==> src/rtl/store_narrower.sv <==
// store_narrower: narrows a 32-bit store to byte, halfword or word width,
// places it on the little-endian byte lanes with byte enables, and buffers
// it in a DEPTH-entry FIFO that issues to data memory over valid/ready.
//
// Optional build macro: STORE_NARROWER_TRUNC_CHECK_EN
//   When defined, adds output Trunc_Loss, a one-cycle pulse after accepting
//   a legal byte/half store whose discarded upper bits are neither zero nor
//   the sign extension of the stored field.
//
// Timing notes:
//   - In_Ready depends only on the registered occupancy, so there is no
//     combinational path from Mem_Ready to In_Ready.
//   - The Mem_* head outputs are registered. They are reloaded every cycle
//     with whatever the head will be after this edge. When the buffer goes
//     empty they keep their last values.
//   - There is no bypass. An accepted store shows up on Mem_* one cycle
//     after its accept edge at the earliest.

module store_narrower #(
   parameter int DEPTH = 2,
   parameter int AW    = 32
) (
   input  logic                     clk,
   input  logic                     reset,
   input  logic                     In_Valid,
   output logic                     In_Ready,
   input  logic [31:0]              In_Data,
   input  logic [AW-1:0]            In_Addr,
   input  logic [1:0]               In_Size,
   output logic                     Mem_Valid,
   input  logic                     Mem_Ready,
   output logic [AW-1:0]            Mem_Addr,
   output logic [31:0]              Mem_Data,
   output logic [3:0]               Mem_Be,
   output logic                     Misalign,
`ifdef STORE_NARROWER_TRUNC_CHECK_EN
   output logic                     Trunc_Loss,
`endif
   output logic [$clog2(DEPTH):0]   Count
);

   localparam int PW = $clog2(DEPTH);
   localparam int CW = PW + 1;
   localparam logic [CW-1:0] DEPTH_C = CW'(DEPTH);

   localparam logic [1:0] SZ_BYTE = 2'b00;
   localparam logic [1:0] SZ_HALF = 2'b01;
   localparam logic [1:0] SZ_WORD = 2'b10;

   // Buffer storage (no reset needed; occupancy qualifies every entry).
   logic [AW-1:0]   r_ent_addr [DEPTH];
   logic [31:0]     r_ent_data [DEPTH];
   logic [3:0]      r_ent_be   [DEPTH];

   logic [PW-1:0]   r_wr_ptr;
   logic [PW-1:0]   r_rd_ptr;
   logic [CW-1:0]   r_count;

   logic [AW-1:0]   r_mem_addr;
   logic [31:0]     r_mem_data;
   logic [3:0]      r_mem_be;
   logic            r_misalign;

   logic [1:0]      w_lane;
   logic [AW-1:0]   w_addr;
   logic [31:0]     w_data;
   logic [3:0]      w_be;
   logic            w_illegal;
   logic            w_accept;
   logic            w_push;
   logic            w_pop;
   logic [PW-1:0]   w_nxt_rd;
   logic [CW-1:0]   w_nxt_count;
   logic            w_head_is_new;

   assign In_Ready  = (r_count < DEPTH_C);
   assign Mem_Valid = (r_count != '0);
   assign Mem_Addr  = r_mem_addr;
   assign Mem_Data  = r_mem_data;
   assign Mem_Be    = r_mem_be;
   assign Misalign  = r_misalign;
   assign Count     = r_count;

   assign w_accept  = In_Valid & In_Ready;
   assign w_push    = w_accept & ~w_illegal;
   assign w_pop     = Mem_Valid & Mem_Ready;
   assign w_lane    = In_Addr[1:0];
   assign w_addr    = {In_Addr[AW-1:2], 2'b00};

   // Entry formation: replicate the narrowed field across lanes, select lanes
   // with the byte enables, and flag illegal size/alignment combinations.
   always_comb begin
      w_data    = In_Data;
      w_be      = 4'b1111;
      w_illegal = 1'b0;
      case (In_Size)
         SZ_BYTE: begin
            w_data = {4{In_Data[7:0]}};
            w_be   = 4'b0001 << w_lane;
         end
         SZ_HALF: begin
            w_data    = {2{In_Data[15:0]}};
            w_be      = 4'b0011 << w_lane;
            w_illegal = In_Addr[0];
         end
         SZ_WORD: begin
            w_illegal = |In_Addr[1:0];
         end
         default: begin
            w_be      = 4'b0000;
            w_illegal = 1'b1;
         end
      endcase
   end

   // Next read pointer and occupancy after this edge.
   always_comb begin
      w_nxt_rd    = r_rd_ptr;
      w_nxt_count = r_count;
      if (w_pop) begin
         w_nxt_rd = r_rd_ptr + 1'b1;
      end
      case ({w_push, w_pop})
         2'b10:   w_nxt_count = r_count + 1'b1;
         2'b01:   w_nxt_count = r_count - 1'b1;
         default: w_nxt_count = r_count;
      endcase
   end

   // The next head is the store being written now only when the buffer
   // otherwise drains to empty this cycle, i.e. the next read slot is the
   // slot being written.
   assign w_head_is_new = w_push && (w_nxt_rd == r_wr_ptr);

   // Write the accepted entry into the circular buffer.
   always_ff @(posedge clk) begin
      if (w_push) begin
         r_ent_addr[r_wr_ptr] <= w_addr;
         r_ent_data[r_wr_ptr] <= w_data;
         r_ent_be[r_wr_ptr]   <= w_be;
      end
   end

   // Pointers, occupancy and the rejection pulse.
   always_ff @(posedge clk) begin
      if (reset) begin
         r_wr_ptr   <= '0;
         r_rd_ptr   <= '0;
         r_count    <= '0;
         r_misalign <= 1'b0;
      end else begin
         if (w_push) begin
            r_wr_ptr <= r_wr_ptr + 1'b1;
         end
         r_rd_ptr   <= w_nxt_rd;
         r_count    <= w_nxt_count;
         r_misalign <= w_accept & w_illegal;
      end
   end

   // Registered head outputs: reload with the post-edge head, hold when empty.
   always_ff @(posedge clk) begin
      if (reset) begin
         r_mem_addr <= '0;
         r_mem_data <= '0;
         r_mem_be   <= '0;
      end else if (w_nxt_count != '0) begin
         if (w_head_is_new) begin
            r_mem_addr <= w_addr;
            r_mem_data <= w_data;
            r_mem_be   <= w_be;
         end else begin
            r_mem_addr <= r_ent_addr[w_nxt_rd];
            r_mem_data <= r_ent_data[w_nxt_rd];
            r_mem_be   <= r_ent_be[w_nxt_rd];
         end
      end
   end

`ifdef STORE_NARROWER_TRUNC_CHECK_EN
   logic        r_trunc_loss;
   logic [23:0] w_up_b;
   logic [15:0] w_up_h;
   logic        w_loss_b;
   logic        w_loss_h;
   logic        w_loss;

   assign w_up_b   = In_Data[31:8];
   assign w_up_h   = In_Data[31:16];
   // Lossless when the upper bits are zero (zero extension) or copies of the
   // stored top bit (sign extension).
   assign w_loss_b = (w_up_b != '0) && (w_up_b != {24{In_Data[7]}});
   assign w_loss_h = (w_up_h != '0) && (w_up_h != {16{In_Data[15]}});
   assign w_loss   = ((In_Size == SZ_BYTE) & w_loss_b) |
                     ((In_Size == SZ_HALF) & w_loss_h);
   assign Trunc_Loss = r_trunc_loss;

   // One-cycle truncation-loss pulse for accepted legal narrow stores.
   always_ff @(posedge clk) begin
      if (reset) begin
         r_trunc_loss <= 1'b0;
      end else begin
         r_trunc_loss <= w_push & w_loss;
      end
   end
`endif

endmodule
==> config.mk <==
export PLATFORM = sky130hd
export DESIGN_NAME = store_narrower
export DESIGN_NICKNAME = d
export VERILOG_FILES = /design/src/rtl/store_narrower.sv
export SDC_FILE = /design/constraint.sdc
export NUM_CORES = 1
export LEC_CHECK = 0
export ABC_AREA = 1
export BUFFER_PORTS_ARGS = -buffer_cell sky130_fd_sc_hd__buf_4
export CAP_MARGIN = 20
export CORE_MARGIN = 4
export CORE_UTILIZATION = 50
export CTS_CLUSTER_DIAMETER = 80
export DETAILED_ROUTE_END_ITERATION = 8
export PLACE_DENSITY_LB_ADDON = 0.05
export SETUP_SLACK_MARGIN = 0.4
export SYNTH_ARGS = -nofsm -noshare
export SYNTH_HDL_FRONTEND = slang
export SYNTH_SLANG_ARGS = --single-unit
==> constraint.sdc <==
create_clock -name clk -period 6.88 [get_ports clk]
set_input_delay 1.032 -clock clk [delete_from_list [all_inputs] [get_ports clk]]
set_output_delay 1.032 -clock clk [all_outputs]
set_load 0.005 [all_outputs]
==> results.txt, run 1 <==
first-pass GRT wire length -> 35.0 mm
die area -> 0.0202 sq mm
RSZ-0062 raised after global routing -> false
setup_tns -> 0 ns
NumNets Final -> 1229
final WL -> 22.1 mm
PostCTS Resize Cnt -> 0
Vias -> 7096
FF-to-FF End -> Mem_Addr[17]$_SDFFE_PP0P_
Layout area overhead -> 20.2%
outcome -> finished, final reports clean
HPWL Detailed -> 12.9 mm
worst min-delay path class -> flip-flop to flip-flop
Setup CP Type -> primary input to flip-flop
RD Place Congestion -> 0.849
Final Cycle Share -> 0.600
post-CTS setup repair buffer count -> 0
Final min period -> 4.13 ns
# hold bufs at CTS -> 0
GRT overflow -> 0
Crit path largest cell delay -> 0.72 ns
H-tree levels -> 1
most common cell after layout, fill and taps aside -> nand2_1
clock slew at the register clock pins of the worst setup and hold paths -> 0.06 ns
Initial Utilization -> 0.515
Final Cell Area -> 0.0108 sq mm
leakage -> 0.00508 uW
CP required -> 7.27 ns
count of unique library cells instantiated by Yosys -> 31
worst hold stages -> 2
Worst R2R Start -> Count[1]$_SDFF_PP0_
layout cells sized above 1 -> 0.170
largest net degree at the start of global routing -> 97
Max Slew Vio Count -> 0
Via density -> 5.07
Antenna Nets Post-Route -> 0
CP Capture Type -> flip-flop
CP Cell Sequence -> buf_4 -> inv_1 -> nand2_1 -> a21oi_4 -> inv_1 -> ha_1 -> xnor2_1 -> nor2_8 -> inv_4 -> buf_4 -> nand3_1 -> nand2_1 -> inv_1
CTS Buffer Depth -> 3
r2r worst-path depth -> 12
clock latency on the worst-skew pair -> 0.50 ns
PD cells -> 420 mW/mm^2
Hold Path End -> Mem_Data[14]$_SDFFE_PP0P_
antenna fix cells -> 0
Die Span Y -> 142 um
Cell Area, Synth -> 0.00900 sq mm
Mapped Cells -> 1045
Fin Clk Skew -> 0.0126 ns
fin util -> 0.619
TritonCTS clock tree -> built
critical path's slowest cell -> inv_4
Crit Path Max Fanout -> 96
Peak Freq -> 0.242 GHz
Remaining DRCs -> 0
clock root buffer -> clkbuf_16
worst slew pin tran -> 1.08 ns
hold slack -> 0.468 ns
Avg Cell Area, Syn -> 8.61 sq um
endpoints failing hold -> 0
WP data arrival -> 4.52 ns
commonest cells after routing, fill and taps aside -> nand2_1, nand3_1, buf_4, edfxtp_1, nor2_1
Worst path most repeated cell -> inv_1
CORE AREA -> 0.0175 sq mm
CTS buffer count -> 22
Seq/Total Area, Yosys -> 0.598
Rel. slew slack -> 0.279
DRT Pass-1 Iters -> 4
yosys warns -> 0
I/O Buffers -> 140
vias in the first global route -> 6652
Die X -> 142 um
Total GRT Usage -> 0.216
I/O pins -> 143
number of max-cap violations -> 0
Site Rows -> 48
largest vdd supply drop -> 0.689 mV
reg2reg setup slack -> 3.43 ns
critical path startpoint category -> primary input
Synth Register Bits -> 203
CTS sink count -> 203
initial antenna violation count -> 0
Wirelength per Cell -> 15.8 um
Hold Path Origin -> Mem_Data[14]$_SDFFE_PP0P_
Starting DRT DRC Count -> 423
area post-placement -> 0.0101 sq mm
# setup viols final -> 0
# fillers -> 1561
layer usage:
layer  up-vias  wire length [um]  track usage
met1      3256              9870        0.306
met5         -                 0            0
met2       239             10200        0.346
met3        30              1600       0.0386
met4         0               408       0.0535
li1       3571                 -            -
metrics by stage:
step | total power [uW] | worst slack [ns] | cells
6_report | 4550 | 2.75 | 1399
5_1_grt | 4920 | 2.44 | 1399
4_1_cts | 4590 | 2.78 | 1398
3_5_place_dp | 3430 | 2.28 | 1358
3_3_place_gp | 3410 | 2.32 | 1358
2_1_floorplan | 2910 | 1.88 | 1046
cells in the mapped netlist, drive strengths merged:
cell type / number / share of area
conb: 1 / 0.00042
dfxtp: 71 / 0.16
o21ai: 16 / 0.0093
nor2: 125 / 0.054
o211ai: 8 / 0.0067
o21a: 1 / 0.00083
edfxtp: 132 / 0.44
ha: 1 / 0.0014
nand3: 155 / 0.089
clkbuf: 15 / 0.0063
nor3: 2 / 0.0011
a21oi: 11 / 0.0065
or2: 4 / 0.0028
nand4: 1 / 0.00070
xnor2: 1 / 0.00097
nand2: 361 / 0.15
inv: 95 / 0.040
buf: 45 / 0.030
critical path: cells and delay by family:
| kind | cells | cell delay (ns) |
|---|---|---|
| AND/OR/NAND/NOR | 4 | 0.52 |
| AO/OA/AOI/OAI | 1 | 0.18 |
| buffers and inverters | 6 | 1.88 |
| adder cells (fa/ha/maj) | 1 | 0.35 |
| XOR/XNOR | 1 | 0.44 |
worst max-delay path by stage:
| stage | from | end | slack, ns |
|---|---|---|---|
| global placement | In_Size[1] | Mem_Addr[17]$_SDFFE_PP0P_ | 2.32 |
| global route | In_Size[1] | Mem_Addr[10]$_SDFFE_PP0P_ | 2.44 |
| CTS | In_Size[1] | Mem_Addr[17]$_SDFFE_PP0P_ | 2.78 |
| detailed placement | In_Size[1] | Mem_Addr[17]$_SDFFE_PP0P_ | 2.28 |
| floorplan | In_Size[1] | r_ent_addr[1][0]$_DFFE_PP_ | 1.88 |
| finish | In_Size[1] | Mem_Addr[17]$_SDFFE_PP0P_ | 2.75 |
cells by family (layout without fill, tap and decap cells):
kind of cell    Yosys count  in the layout  share of synthesized area
other cells               1              2                   0.000417
simple gates            648            648                      0.300
xor+xnor                  1              1                   0.000973
buf+inv                 155            283                     0.0758
compound gates           36             36                     0.0234
fa+ha+maj                 1              1                    0.00139
flops                   203            203                      0.598
where the power goes:
part	internal, uW	switching (uW)	total [uW]
registers	1510	98.5	1610
clock network	688	465	1150
logic	643	1140	1790
sequential cells by signal (all words and copies together) (netlist names):
register    count
r_ent_addr     60
Count           2
Mem_Addr       30
r_wr_ptr        1
Mem_Data       32
r_rd_ptr        1
Misalign        1
Mem_Be          4
r_ent_be        8
r_ent_data     64
final cells by class:
class | count | area, sq um | share of cell area
timing repair buffer | 148 | 1120 | 0.104
clock buffer | 29 | 598 | 0.0553
multi-input combinational | 688 | 2960 | 0.274
clock inverter | 11 | 108 | 0.00995
sequential | 203 | 5390 | 0.498
inverter | 95 | 359 | 0.0332
tap | 225 | 282 | 0.0260
Note: power is estimated with default switching activity, not from simulation.
==> run 2: changes to the inputs <==
- ABC_AREA: 1 -> 0
- clock period: 6.88 -> 3.35 ns (I/O delays scaled with it)
==> run 2 against run 1 <==
  * Sequential share of layout area fell by 2.9 points
  * Routed wire length rose by 17%
  * Combinational power grew 37%
  * Sequential power up 110%
  * Non-clock buffer count rose by 12
  * Clock skew is 0.0059 ns higher
  * Worst setup slack got worse by 2.1 ns
  * Global-route usage rose by 1.8 points
  * Cell area grew 6.2%
  * Count of clock-buffer cells in the layout up 3
  * Cell count is 15% lower
  * Highest routed layer unchanged
==> results.txt, run 2 <==
outcome -> finished, final reports clean
PD cells -> 713 mW/mm^2
initial antenna violation count -> 0
Starting DRT DRC Count -> 485
setup_tns -> 0 ns
Synth area leaders -> edfxtp_1, dfxtp_1, o21ai_0
Die X -> 146 um
Seq/Total Area, Yosys -> 0.562
largest vdd supply drop -> 0.383 mV
yosys warns -> 0
fin util -> 0.612
GRT overflow -> 0
Wirelength per Cell -> 21.9 um
Final min period -> 2.72 ns
worst slew pin tran -> 0.793 ns
Fin Clk Skew -> 0.0185 ns
I/O pins -> 143
Mapped Cells -> 834
Synth top cells by count -> edfxtp_1, dfxtp_1, o21ai_0
CTS Buffer Depth -> 3
Final Cycle Share -> 0.813
HPWL Detailed -> 15.4 mm
first-pass GRT wire length -> 41.1 mm
count of unique library cells instantiated by Yosys -> 57
largest net degree at the start of global routing -> 102
Crit path largest cell delay -> 0.43 ns
commonest cells after routing, fill and taps aside -> buf_4, edfxtp_1, dfxtp_1, o21ai_0, or3_1
antenna fix cells -> 0
H-tree levels -> 1
worst min-delay path class -> primary input to flip-flop
PostCTS Resize Cnt -> 0
I/O Buffers -> 140
vias in the first global route -> 7622
Reg with most FFs -> r_ent_data
Layout area overhead -> 19.9%
die area -> 0.0214 sq mm
most numerous cell in the Yosys netlist -> edfxtp_1
Inst Count DP -> 1144
WP buf/inv -> 2
layout cells sized above 1 -> 0.245
Cell Area, Synth -> 0.00958 sq mm
number of flops mapped to enable cells by yosys -> 132
post-CTS setup repair buffer count -> 0
CP top delay family -> compound AO/OA/AOI/OAI gates
final WL -> 25.9 mm
Main synth FF type -> edfxtp_1
RSZ-0062 raised after global routing -> false
clock slew at the register clock pins of the worst setup and hold paths -> 0.06 ns
CP Capture Type -> flip-flop
Total GRT Usage -> 0.233
Site Rows -> 50
Peak Freq -> 0.367 GHz
CTS buffer count -> 22
# setup viols final -> 0
endpoints failing hold -> 0
Post-synth ARST share -> 0
CP Cell Sequence -> nand2b_4 -> o21ba_2 -> inv_4 -> ha_1 -> nor2b_1 -> a21oi_1 -> o211a_4 -> buf_12 -> o311ai_1 -> o2bb2ai_1
RD Place Congestion -> 0.774
Setup CP Type -> flip-flop to flip-flop
clock latency on the worst-skew pair -> 0.50 ns
Antenna Nets Post-Route -> 0
fin cells -> 1184
Yosys top cell by area -> edfxtp_1
max FFs per register -> 64
Via density -> 6.31
critical path's slowest cell -> o211a_4
NumNets Final -> 1005
# fillers -> 1497
CP required -> 3.77 ns
Crit Path Max Fanout -> 31
# hold bufs at CTS -> 0
Initial Utilization -> 0.510
WP data arrival -> 3.14 ns
number of max-cap violations -> 0
critical path startpoint category -> flip-flop
leakage -> 0.00431 uW
Avg Cell Area, Syn -> 11.5 sq um
most common cell after layout, fill and taps aside -> buf_4
Remaining DRCs -> 0
CORE AREA -> 0.0188 sq mm
Max Slew Vio Count -> 0
Synth top area share -> 0.414
Vias -> 7470
Rel. slew slack -> 0.466
CTS sink count -> 203
Synth Register Bits -> 203
TritonCTS clock tree -> built
DRT Pass-1 Iters -> 5
clock root buffer -> clkbuf_16
Die Span Y -> 146 um
[run 2: cell type report]
cell class / count / area [sq um] / area share
clock buffers: 32 / 629 / 0.0548
flip-flops and latches: 203 / 5390 / 0.469
well taps: 234 / 293 / 0.0255
multi-input cells: 505 / 3630 / 0.316
repair buffers: 160 / 1290 / 0.112
inverters: 42 / 160 / 0.0139
clock inverters: 8 / 91.3 / 0.00795
[run 2: metrics by stage]
stage	total power [uW]	worst slack (ns)	cell area [sq um]	hold slack, ns
after detailed placement	5810	0.515	10800	0.451
after global placement	5720	0.527	10800	0.447
after CTS	8240	0.636	11500	0.184
after global routing	8610	0.464	11500	0.185
final	8180	0.627	11500	0.199
after floorplan	4810	0.386	9600	0.456
[run 2: per-layer routing]
| layer | part of all wire | up-vias | global-route usage | wire length (um) |
|---|---|---|---|---|
| met1 | 0.43 | 3764 | 0.317 | 11100 |
| met3 | 0.061 | 25 | 0.0317 | 1590 |
| met4 | 0.014 | 0 | 0.0513 | 360 |
| met5 | 0 | - | 0 | 0 |
| met2 | 0.50 | 251 | 0.402 | 12900 |
| li1 | - | 3430 | - | - |
[run 2: kinds of logic after synthesis]
kind of cell | Yosys count | share of synthesized area
other | 1 | 0.000391
multiplexers | 31 | 0.0351
AND/OR/NAND/NOR | 195 | 0.111
flip-flops | 203 | 0.562
adder cells (fa/ha/maj) | 1 | 0.00131
buffers and inverters | 127 | 0.0639
XOR/XNOR | 5 | 0.00797
AO/OA/AOI/OAI | 271 | 0.218
[run 2: report_power, final]
group / total (uW) / internal, uW / switching [uW] / leakage [uW]
sequential: 3310 / 3050 / 259 / 0.00180
clock: 2430 / 1460 / 970 / 0.000352
combinational: 2450 / 1130 / 1310 / 0.00216
[run 2: worst paths after layout]
| check | start | end | slack (ns) | cells past startpoint |
|---|---|---|---|---|
| setup / recovery | Count[1]$_SDFF_PP0_ | Mem_Addr[3]$_SDFFE_PP0P_ | 0.63 | 10 |
| setup reg to reg | Count[1]$_SDFF_PP0_ | Mem_Addr[3]$_SDFFE_PP0P_ | 0.63 | 10 |
| hold / removal | In_Addr[17] | r_ent_addr[0][15]$_DFFE_PP_ | 0.20 | 1 |
| hold reg to reg | Mem_Addr[8]$_SDFFE_PP0P_ | Mem_Addr[8]$_SDFFE_PP0P_ | 0.46 | 1 |
[run 2: worst reg2reg max path, cell delays in order, from the launching register on]
cell	delay, ns
dfxtp_1	0.41
nand2b_4	0.19
o21ba_2	0.27
inv_4	0.05
ha_1	0.33
nor2b_1	0.17
a21oi_1	0.21
o211a_4	0.43
buf_12	0.27
o311ai_1	0.14
o2bb2ai_1	0.18
